`config.mk`:
```
export PLATFORM = sky130hd
export DESIGN_NAME = mem_digital_reader
export DESIGN_NICKNAME = d
export VERILOG_FILES = /design/src/rtl/mem_digital_reader_pkg.sv /design/src/rtl/mem_digital_ram.sv /design/src/rtl/mem_digital_reader.sv
export SDC_FILE = /design/constraint.sdc
export NUM_CORES = 1
export LEC_CHECK = 0
export BUFFER_PORTS_ARGS = -buffer_cell sky130_fd_sc_hd__buf_2
export CAP_MARGIN = 20
export CORE_ASPECT_RATIO = 0.8
export CORE_UTILIZATION = 52
export CTS_CLUSTER_SIZE = 20
export DETAILED_ROUTE_END_ITERATION = 6
export PLACE_DENSITY = 0.74
export SYNTH_ARGS = -nofsm -noshare
export SYNTH_HDL_FRONTEND = slang
export SYNTH_HIERARCHICAL = 1
export SYNTH_SLANG_ARGS = --single-unit
export TNS_END_PERCENT = 30
```
`constraint.sdc`:
```
create_clock -name clk -period 2.5 [get_ports clk]
set_input_delay 0.5 -clock clk [delete_from_list [all_inputs] [get_ports clk]]
set_output_delay 0.5 -clock clk [all_outputs]
set_load 0.005 [all_outputs]
```
`src/rtl/mem_digital_reader_pkg.sv`:
```
// Shared definitions for the mem_digital_reader capture buffer.
// op_t names what the buffer does on a clock edge, given the accepted write
// and pop strobes.
package mem_digital_reader_pkg;

  typedef enum logic [1:0] {
    OP_IDLE  = 2'b00,
    OP_POP   = 2'b01,
    OP_WRITE = 2'b10,
    OP_BOTH  = 2'b11
  } op_t;

endpackage

```
`src/rtl/mem_digital_ram.sv`:
```
// Storage array for the capture buffer.
// Simple dual-port RAM: synchronous write, asynchronous read.
// Ports:
//   clk   - write clock
//   we    - write enable
//   waddr - write index
//   wdata - write data
//   raddr - read index
//   rdata - read data (combinational from raddr)
module mem_digital_ram #(
  parameter int unsigned width = 1,
  parameter int unsigned depth = 16
) (
  input  logic                     clk,
  input  logic                     we,
  input  logic [$clog2(depth)-1:0] waddr,
  input  logic [width-1:0]         wdata,
  input  logic [$clog2(depth)-1:0] raddr,
  output logic [width-1:0]         rdata
);

  logic [width-1:0] mem [depth];

  always_ff @(posedge clk) begin
    if (we) mem[waddr] <= wdata;
  end

  assign rdata = mem[raddr];

endmodule

```
`src/rtl/mem_digital_reader.sv`:
```
// Digital capture buffer: samples `in` on every cycle with cke=1 and queues
// the samples in a first-word-fall-through FIFO that the host drains.
// Ports:
//   clk      - clock
//   rst      - synchronous active-high reset (clears pointers, count, overflow)
//   cke      - offer a sample of `in` this cycle
//   in       - sampled value
//   rd_ready - host consumes the head entry this cycle
//   rd_valid - head entry available (count > 0)
//   rd_data  - head entry, or `init` when empty
//   count    - number of stored entries, 0..depth
//   overflow - sticky: at least one offered sample was dropped
module mem_digital_reader
  import mem_digital_reader_pkg::*;
#(
  parameter int unsigned      width = 1,
  parameter int unsigned      depth = 16,
  parameter logic [width-1:0] init  = '0
) (
  input  logic                       clk,
  input  logic                       rst,
  input  logic                       cke,
  input  logic [width-1:0]           in,
  input  logic                       rd_ready,
  output logic                       rd_valid,
  output logic [width-1:0]           rd_data,
  output logic [$clog2(depth+1)-1:0] count,
  output logic                       overflow
);

  localparam int unsigned ptr_w = $clog2(depth);
  localparam int unsigned cnt_w = $clog2(depth + 1);

  logic [ptr_w-1:0] head;
  logic [ptr_w-1:0] tail;
  logic [width-1:0] ram_rdata;
  logic             full;
  logic             pop;
  logic             wr;
  op_t              op;

  assign rd_valid = (count != '0);
  assign full     = (count == cnt_w'(depth));
  assign pop      = rd_valid & rd_ready;
  // A full buffer still accepts a write when the head leaves in the same cycle.
  assign wr       = cke & (~full | pop);
  assign rd_data  = rd_valid ? ram_rdata : init;

  always_comb begin
    op = op_t'({wr, pop});
  end

  // Writes are gated by rst so a sample offered during reset never lands.
  mem_digital_ram #(
    .width(width),
    .depth(depth)
  ) u_ram (
    .clk  (clk),
    .we   (wr & ~rst),
    .waddr(tail),
    .wdata(in),
    .raddr(head),
    .rdata(ram_rdata)
  );

  // Pointers wrap naturally at ptr_w bits; count disambiguates full from empty.
  always_ff @(posedge clk) begin
    if (rst) begin
      head     <= '0;
      tail     <= '0;
      count    <= '0;
      overflow <= 1'b0;
    end else begin
      if (wr)  tail <= tail + ptr_w'(1);
      if (pop) head <= head + ptr_w'(1);
      unique case (op)
        OP_WRITE: count <= count + cnt_w'(1);
        OP_POP:   count <= count - cnt_w'(1);
        default:  ;
      endcase
      if (cke && full && !pop) overflow <= 1'b1;
    end
  end

endmodule
```
==> metrics.md <==
| Metric | Value |
|---|---|
| Rows | 17 |
| Post-synthesis sequential area ratio | 50.6% |
| Largest net degree at the start of global routing | 17 |
| Critical Path AT | 1.90 ns |
| CORE AREA | 0.00274 mm^2 |
| Clock root cell | clkbuf_4 |
| CTS H-tree lvls | 2 |
| Crit Path Class | reg2out |
| DRC viols | 0 |
| Ant diodes | 0 |
| Non-Filler Instances | 189 |
| Worst hold slack | 0.495 ns |
| XOR/XNOR share of the synthesized area | approximately 2.9% |
| Post-synth EDFFs | 16 |
| Post-Synth Adder-Cell Area | 3.33% |
| RD Place Congestion | 0.860 |
| Die W | 62.1 um |
| # IOs | 13 |
| Routed WL | 2910 um |
| Peak VDD IR | just over 0.5 mV |
| Clock buffer count from CTS | 5 |
| Post-Syn Nets | 139 |
| Simple-gate share of the synthesized area | 17.2% |
| Largest family of logic cells by synthesized area | simple AND/OR/NAND/NOR gates |
| Placed Cells | ~180 |
| # nets final | 159 |
| Worst clock skew | between 0.007 and 0.008 ns |
| Post-CTS setup buffers | 0 |
| Clock sink count | 30 |
| Crit-path max FO | 7 |
| DRT iter0 DRCs | between 60 and 70 |
| Per-cell routed wire length | 15.4 um |
| DRT antenna net count | 0 |
| Area after DPL | 0.00163 mm^2 |
| Synth Instances | 130 |
| Tmin final | 2.40 ns |
| First-pass GRT wire length | 4710 um |
| Clk_lat worst skew | 0.31 ns |
| Fill count | 240 |
| Fmax | 0.416 GHz |
| Yosys reg bits | 30 |
| Worst setup path end | rd_data |
| Worst-path clk slew | roughly 0.090 ns |
| LEAKAGE | 0.000643 uW |
| DIE HEIGHT | 50.1 um |
| Vias in the first global route | 1011 |
| CP startpoint kind | register |
| DR vias | around 1.1k |
| Die area | roughly 0.0031 mm^2 |
| Estimated wirelength of the detail-placed design | 2080 um |
| Final setup TNS | 0 ns |
| Hold crit path type | reg2reg |
| Final WS setup | 0.0973 ns |
| Worst EP required | 2.00 ns |
| Crit path from | count[0] |
| Crit share post-route | 96.1% |
| Dpl ws | 0.110 ns |
| Critical path endpoint category | output pin |
| Primary FF master, synth | edfxtp_1 |
| Area grow syn2layout | 12.1% |
| Unique masters post-synth | 35 |
| Post-synthesis compound-gate area fraction | under 10% |
| Status | completed |
| Setup Viol. Count Final | 0 |
| Worst-case reg-to-reg path depth | 8 |
| GRT Resource Usage Total | 20.8% |
| Grt ovf | 0 |
| Syn_area_per_cell | 11.6 um^2 |
| DR vias/cell | between 5 and 6 |
| Critical R2R Launch | count[0] |
| PwrDens | 999 mW/mm^2 |
| Reg2reg end | count[4] |
| Final Hold Fails | 0 |
| Asr flop ratio synth | 0% |
| Post-synthesis mux area share | 14.7% |
| Slew Limit Fails | 0 |
| MaxCap Viol Count | 0 |
| Ys Warns | 6 |
| Initial antenna violation count | 0 |
| Clock buffer depth | 2 |
| Post-Syn Area | 0.00150 mm^2 |
| R2r setup slk | 0.12 ns |
| Finished layout cell area | ~0.0017 mm^2 |
| Drt pass-1 iters | 4 |
| RSZ-0062 raised after global routing | false |
| Initial Utilization | a little over half |
| CTS tree | yes |
| Relative slew slack | 72.6% |
| I/O Buffers | 12 |
| Tightest Pin Transition | roughly 0.41 ns |
| Fraction of layout cells with a size suffix above 1 | 22.5% |
state kept, by name, indices dropped and copies added (netlist names):
register and flops:
count 5, u_ram/mem 16, tail 4, overflow 1
head 4
cells by family after synthesis:
family,count (synthesis)
xor+xnor,5
simple gates,53
fa+ha+maj,4
mux,14
flops,30
buf+inv,4
compound gates,20
layout by cell type, fill, tap and decap left out, types with 2 or more instances in the layout:
cell type  Yosys  final
nand2b_1       3      3
mux2_1         2      2
mux4_1         4      4
nor2_1        25     25
nand2_1        3      3
o21a_1         5      5
nand3b_1       2      2
mux2i_1        6      6
ha_1           4      3
o211ai_1       2      2
nand3_1        3      3
edfxtp_1      16     16
buf_2          1     12
nor2b_1        4      4
o21ai_1        2      2
a21oi_1        4      4
buf_4          0      4
xor2_1         5      5
a32oi_1        2      2
or2_2          2      2
dfxtp_1       14     12
clkbuf_4       0      5
nor3_1         7      7
final cells by class:
type / instances / area, um^2 / area share [%]
tap: 38 / 47.5 / 2.82
multi-input combinational: 96 / 728 / 43.2
sequential: 30 / 766 / 45.4
timing repair buffer: 16 / 90.1 / 5.35
clock buffer: 6 / 41.3 / 2.45
clock inverter: 2 / 8.76 / 0.520
inverter: 1 / 3.75 / 0.223
critical path, cell delays in order (launching register included):
cell and delay (ns):
dfxtp_1 0.32, or4_4 0.54, buf_4 0.19, or2_2 0.28, and2_1 0.16, buf_2 0.12
layer usage:
layer	wire length (um)	vias to the layer above	part of all wire, %	track usage (%)
li1	-	521	-	-
met1	1330	536	46	26.0
met2	1440	18	50	34.1
met3	113	2	3.9	5.56
met4	18	0	0.62	9.30
met5	0	-	0	0
timing repair:
action,in CTS,in global routing
resized for setup,1,2
endpoints found under the setup margin,1,2
hold buffers,0,0
pin swaps,0,0
synthesized netlist by cell type, types with 2 or more instances:
master,instances,area share [%]
or2_2,2,0.83
a21oi_1,4,1.3
xor2_1,5,2.9
nand3_1,3,1.0
mux2i_1,6,4.0
nor2b_1,4,1.7
nand2b_1,3,1.2
mux2_1,2,1.5
nand3b_1,2,1.0
nor2_1,25,6.2
o21a_1,5,2.5
edfxtp_1,16,32
o21ai_1,2,0.67
nor3_1,7,2.3
a32oi_1,2,1.2
mux4_1,4,7.0
dfxtp_1,14,19
nand2_1,3,0.75
ha_1,4,3.3
o211ai_1,2,1.0
worst min path at each step:
stage	end	from	slack, ns	cells after the start
global placement	overflow	overflow	0.45	2
finish	overflow	overflow	0.49	2
floorplan	overflow	overflow	0.46	2
global route	head[1]	rst	0.53	2
detailed placement	overflow	overflow	0.48	2
CTS	overflow	overflow	0.50	2
stage by stage:
stage	total power, uW	util, %
final	1680	61.4
after detailed placement	1410	59.2
after floorplan	1200	-
after CTS	1680	61.1
after global routing	1790	61.4
after global placement	1380	59.2
power breakdown:
| part | total, uW | switching, uW | internal (uW) |
|---|---|---|---|
| clock network | 263 | 157 | 106 |
| logic | 743 | 350 | 393 |
| registers | 678 | 91.2 | 587 |
| total | 1680 | 598 | 1090 |
Power figures use the tool's default switching activity.
